`config.mk`:
```
export PLATFORM = sky130hd
export DESIGN_NAME = segment7_scan
export DESIGN_NICKNAME = d
export VERILOG_FILES = /design/src/rtl/segment7_scan.sv
export SDC_FILE = /design/constraint.sdc
export NUM_CORES = 1
export LEC_CHECK = 0
export BUFFER_PORTS_ARGS = -buffer_cell sky130_fd_sc_hd__buf_2
export CAP_MARGIN = 20
export CORE_ASPECT_RATIO = 1.4
export CORE_MARGIN = 2
export CORE_UTILIZATION = 50
export DETAILED_ROUTE_END_ITERATION = 10
export PLACE_DENSITY = 0.82
export SLEW_MARGIN = 5
export SYNTH_ARGS = -nofsm -noshare
export SYNTH_HDL_FRONTEND = slang
export SYNTH_SLANG_ARGS = --single-unit
```
`constraint.sdc`:
```
create_clock -name clk -period 3.2 [get_ports clk]
set_input_delay 0.32 -clock clk [delete_from_list [all_inputs] [get_ports clk]]
set_output_delay 0.32 -clock clk [all_outputs]
set_load 0.05 [all_outputs]
```
`src/rtl/segment7_scan.sv`:
```
// segment7_scan: multiplexed hex driver for 7-segment digit arrays
// with prescaled refresh, PWM brightness, blanking and polarity.
module segment7_scan #(
    parameter int DIGITS            = 4,
    parameter int DIV               = 1024,
    parameter int BRIGHT_W          = 4,
    parameter bit ANODE_ACTIVE_HIGH = 1'b1,
    parameter bit SEG_ACTIVE_HIGH   = 1'b1
) (
    input  logic                  clk,
    input  logic                  rst,
    input  logic [4*DIGITS-1:0]   data,
    input  logic [DIGITS-1:0]     dp,
    input  logic                  load,
    input  logic                  blank_lz,
    input  logic [BRIGHT_W-1:0]   brightness,
    output logic [DIGITS-1:0]     anodes,
    output logic [6:0]            segments,
    output logic                  dot,
    output logic                  frame_tick
);

    localparam int PW = $clog2(DIV);
    localparam int IW = (DIGITS > 1) ? $clog2(DIGITS) : 1;
    localparam int CW = PW + BRIGHT_W + 2;
    localparam logic [PW-1:0] PRE_MAX = PW'(DIV - 1);
    localparam logic [IW-1:0] IDX_MAX = IW'(DIGITS - 1);
    localparam logic [DIGITS-1:0] AN_OFF =
        ANODE_ACTIVE_HIGH ? {DIGITS{1'b0}} : {DIGITS{1'b1}};
    localparam logic [6:0] SEG_OFF = SEG_ACTIVE_HIGH ? 7'h00 : 7'h7F;
    localparam logic DOT_OFF = ~SEG_ACTIVE_HIGH;

    logic [PW-1:0]       pre;
    logic [IW-1:0]       idx;
    logic [4*DIGITS-1:0] stg_data;
    logic [DIGITS-1:0]   stg_dp;
    logic [4*DIGITS-1:0] disp_data;
    logic [DIGITS-1:0]   disp_dp;
    logic                frame_end;
    logic [3:0]          nib;
    logic                dp_sel;
    logic                blank_sel;
    logic [DIGITS-1:0]   lz;
    logic                run;
    logic                on;
    logic [CW-1:0]       duty_lhs;
    logic [CW-1:0]       duty_rhs;
    logic [DIGITS-1:0]   an_raw;
    logic [6:0]          seg_raw;
    logic                dot_raw;

    function automatic logic [6:0] glyph(input logic [3:0] v);
        logic [6:0] g;
        unique case (v)
            4'h0: g = 7'h7E;
            4'h1: g = 7'h30;
            4'h2: g = 7'h6D;
            4'h3: g = 7'h79;
            4'h4: g = 7'h33;
            4'h5: g = 7'h5B;
            4'h6: g = 7'h5F;
            4'h7: g = 7'h70;
            4'h8: g = 7'h7F;
            4'h9: g = 7'h7B;
            4'hA: g = 7'h77;
            4'hB: g = 7'h1F;
            4'hC: g = 7'h4E;
            4'hD: g = 7'h3D;
            4'hE: g = 7'h4F;
            default: g = 7'h47;
        endcase
        return g;
    endfunction

    assign frame_end = (pre == PRE_MAX) && (idx == IDX_MAX);

    // Slot prescaler and digit index; idx wraps after the last digit.
    always_ff @(posedge clk) begin
        if (rst) begin
            pre <= '0;
            idx <= '0;
        end else if (pre == PRE_MAX) begin
            pre <= '0;
            idx <= (idx == IDX_MAX) ? '0 : idx + 1'b1;
        end else begin
            pre <= pre + 1'b1;
        end
    end

    // Staging takes any load; display copies old staging only at frame end.
    always_ff @(posedge clk) begin
        if (rst) begin
            stg_data  <= '0;
            stg_dp    <= '0;
            disp_data <= '0;
            disp_dp   <= '0;
        end else begin
            if (load) begin
                stg_data <= data;
                stg_dp   <= dp;
            end
            if (frame_end) begin
                disp_data <= stg_data;
                disp_dp   <= stg_dp;
            end
        end
    end

    // Select the current digit, its blanking state and PWM gate.
    always_comb begin
        nib       = 4'h0;
        dp_sel    = 1'b0;
        blank_sel = 1'b0;
        run       = 1'b1;
        lz        = '0;
        an_raw    = '0;
        for (int k = DIGITS - 1; k >= 1; k--) begin
            run   = run & (disp_data[4*k +: 4] == 4'h0);
            lz[k] = run;
        end
        duty_lhs = CW'(pre) << BRIGHT_W;
        duty_rhs = (CW'(brightness) + CW'(1)) * CW'(DIV);
        on       = duty_lhs < duty_rhs;
        for (int k = 0; k < DIGITS; k++) begin
            if (idx == IW'(k)) begin
                nib       = disp_data[4*k +: 4];
                dp_sel    = disp_dp[k];
                blank_sel = lz[k];
                an_raw[k] = on;
            end
        end
        seg_raw = (on && !(blank_lz && blank_sel)) ? glyph(nib) : 7'h00;
        dot_raw = on & dp_sel;
    end

    // Registered pin drivers with polarity applied.
    always_ff @(posedge clk) begin
        if (rst) begin
            anodes     <= AN_OFF;
            segments   <= SEG_OFF;
            dot        <= DOT_OFF;
            frame_tick <= 1'b0;
        end else begin
            anodes     <= ANODE_ACTIVE_HIGH ? an_raw : ~an_raw;
            segments   <= SEG_ACTIVE_HIGH ? seg_raw : ~seg_raw;
            dot        <= SEG_ACTIVE_HIGH ? dot_raw : ~dot_raw;
            frame_tick <= frame_end;
        end
    end

endmodule

```
==> flow_summary.toml <==
[logic_synthesis]
ys_ff_latch = 65
synthTopCellsByArea = "dfxtp_1 42%, mux2i_1 8.0%, ha_1 6.4%"
yosysUniqueCellTypes = 46
syn_avg_cell_area_sq_um = 9.79
syn_nets = 362
yosys_warnings = 0
synthFlopType = "dfxtp_1"
synth_compound_area_share_pct = 15.1
synth-edff-count = 0
synth_async_sr_flop_share_pct = 0
synthSimpleGateAreaFrac_pct = 20.3
syn_inst = 318
yosysTopAreaCellShare_pct = 41.8
synth_top_cell_by_area = "dfxtp_1"
synth_area_sq_mm = 0.00311
synthAdderAreaFrac_pct = 6.43
synth_top_family_by_area = "simple AND/OR/NAND/NOR gates"
synth-xor-area-share_pct = 2.53
synth_mux_area_share_pct = 8.40
ys_seq_area_share_pct = 41.8

[clock_tree]
htree_levels = 3
ctsHoldBuffers = 0
root_buffer = "clkbuf_8"
cts_setup_buffers = 0
clock_latency_ns = 0.34
cts_buffers = 9
ctsResizeCount = 0
cts.sinks = 65
cts_max_path_buffers = 2
cts_tree = "built"
path_clk_slew_ns = 0.07

[critical_path]
end_kind = "register"
ff2ff_path_depth = 10
rr_startpoint = "idx[0]"
cp.required_ns = 3.44
reg2reg_slack_ns = 0.50
timing.rr.end = "segments[5]"
path_class = "register to register"
startpoint_type = "register"
critPathArrivalTime_ns = 2.94
cp_max_fo = 7

[run]
drv_cap = 0

[placed_design]
gp_congestion = 0.847
place_hpwl_mm = 4.01
port_buffers = 40

[sta]
grt_setup_unrepaired = "no"
fmax_ghz = 0.370
tns_ns = 0
slew_headroom_pct = 47.1
tightest_slew_ns = 0.793
finalSetupViolCount = 0
skew_ns = 0.00887
maxSlewViolCount = 0
period_minus_slack_ns = 2.70
hold_viol_final = 0
fin_crit_sh_pct = 84.4

[pwr]
p_clk_share_pct = 36.7
power_w = 0.00153
pwr-share-seq_pct = 55.6
vdd_drop_max_mv = 0.251
p_sw_share_pct = 25.0
p_sw_w = 0.000381
p_int_w = 0.00115
leakage_nw = 1.39
power_density_mw_per_mm2 = 444
p_comb_share_pct = 7.7

[routing]
num_vias = 2260
drc = 0
antenna_left = 0
dr.pass1.iters = 4
totalWireLength_mm = 5.59
via_per_inst = 5.27
drt-initial-drc-count = 96
detail_route.wl_per_cell_microns = 13.0

[floorplanning]
ios = 41
start_util_pct = 50.8
die_area_sq_mm = 0.00688
row_count = 34
die_y_microns = 97.4
core_area_sq_mm = 0.00613
die_w_microns = 70.7

[cells_and_area]
syn_to_final_growth_pct = 10.6
final_nets = 398
diodes = 0
drive_gt1_share_pct = 30.8

[worst_hold_path]
min_from = "rst"
hold_end = "pre[6]"
hp-class = "input pin to register"
holdPathStages = 2

[grt]
grt_antenna_before_repair = 0
grt_pass1_vias = 2171
track_usage_pct = 17.4
grt_max_degree = 46
gr-total-overflow = 0
grt_pass1_wl_mm = 9.54

[outcome]
status = "completed"
-- power groups by stage --
stage / clock network (W) / registers (W) / logic [W]
3_5_place_dp: 0 / 0.000867 / 0.000118
3_3_place_gp: 0 / 0.000867 / 0.000114
5_1_grt: 0.000609 / 0.000852 / 0.000129
4_1_cts: 0.000574 / 0.000849 / 0.000119
2_1_floorplan: 0 / 0.000891 / 0.0000571
6_report: 0.000561 / 0.000849 / 0.000118
-- critical path, stage by stage, from the launching register on --
cell and delay (ns):
dfxtp_1 0.40, inv_1 0.08, ha_1 0.30, nor2b_1 0.19
a221o_1 0.33, a22oi_2 0.29, inv_1 0.18, ha_1 0.33
nor3_1 0.05, a21o_1 0.19, a311oi_2 0.26
-- how the worst max path moves through the flow --
stage | start | endpoint | slack, ns | cells after the start
global route | idx[0] | segments[5] | 0.30 | 8
finish | idx[0] | segments[5] | 0.50 | 10
detailed placement | idx[0] | segments[5] | 0.54 | 10
global placement | brightness[0] | segments[0] | 0.67 | 9
CTS | idx[0] | segments[5] | 0.51 | 10
floorplan | idx[0] | segments[0] | 0.72 | 9
-- Yosys cell counts, types with 3 or more instances --
| library cell | count |
|---|---|
| ha_1 | 16 |
| a21oi_2 | 20 |
| a221o_1 | 3 |
| xor2_1 | 3 |
| dfxtp_1 | 65 |
| a211oi_1 | 3 |
| mux2i_1 | 25 |
| clkbuf_1 | 8 |
| nor3_1 | 5 |
| inv_1 | 11 |
| a21oi_1 | 10 |
| o21ai_0 | 3 |
| a21o_1 | 3 |
| and2_1 | 6 |
| nor2_1 | 40 |
| nand2_1 | 29 |
| buf_2 | 3 |
| buf_6 | 3 |
| nand3_1 | 4 |
| nand2_2 | 20 |
| xnor2_1 | 6 |
-- kinds of logic (layout without fill, tap and decap cells) --
logic type      count (synthesis)  after routing
mux                            26             26
buf+inv                        28             67
xor+xnor                        9              9
compound gates                 55             55
flops                          65             65
fa+ha+maj                      16             16
simple gates                  119            119
-- per-stage QoR --
stage	setup slack (ns)	std cells	util [%]	hold slack [ns]	instance area [sq um]
floorplan	0.720	318	-	0.430	3110
global placement	0.669	415	53.7	0.439	3290
detailed placement	0.545	415	53.7	0.445	3290
CTS	0.508	429	56.2	0.168	3440
global route	0.300	429	56.2	0.187	3440
finish	0.498	429	56.2	0.175	3440
-- cell type report --
| cell class | instances | area [sq um] |
|---|---|---|
| fillers | 558 | 2680 |
| multi-input cells | 225 | 1640 |
| flip-flops and latches | 65 | 1300 |
| repair buffers | 42 | 215 |
| clock buffers | 10 | 128 |
| well taps | 72 | 90.1 |
| inverters | 11 | 41.3 |
| clock inverters | 4 | 22.5 |
-- flip-flops by register name, indices dropped and copies added (netlist names) --
name,flops
idx,2
pre,10
disp_data,16
segments,7
disp_dp,4
stg_data,16
frame_tick,1
stg_dp,4
dot,1
anodes,4
-- per-layer routing --
| layer | global-route usage (%) | wire length, microns | vias up |
|---|---|---|---|
| li1 | - | - | 1149 |
| met1 | 19.0 | 2310 | 1046 |
| met2 | 29.8 | 2870 | 46 |
| met4 | 9.72 | 199 | 0 |
| met3 | 4.88 | 207 | 19 |
| met5 | 0 | 0 | - |
-- cell usage in the layout, fill, tap and decap left out, types with 2 or more instances in the layout --
cell	synthesis	layout
a21o_1	3	3
nor3b_2	2	2
a21oi_2	20	20
o21ai_0	3	3
nand2_2	20	20
mux2i_1	25	25
ha_1	16	16
clkbuf_8	0	9
xnor2_1	6	6
nand3_1	4	4
nand2_1	29	29
a221o_1	3	3
inv_1	11	11
nand3b_4	2	2
dfxtp_1	65	65
clkinv_2	0	3
buf_2	3	40
and2_1	6	6
nor3_1	5	5
buf_4	1	2
nor2_1	40	40
xor2_1	3	3
a211oi_2	2	2
a21oi_1	10	10
o21ai_1	2	2
nor4_1	2	2
a221oi_4	2	2
a211oi_1	3	3
(Power assumes the default switching activity.)
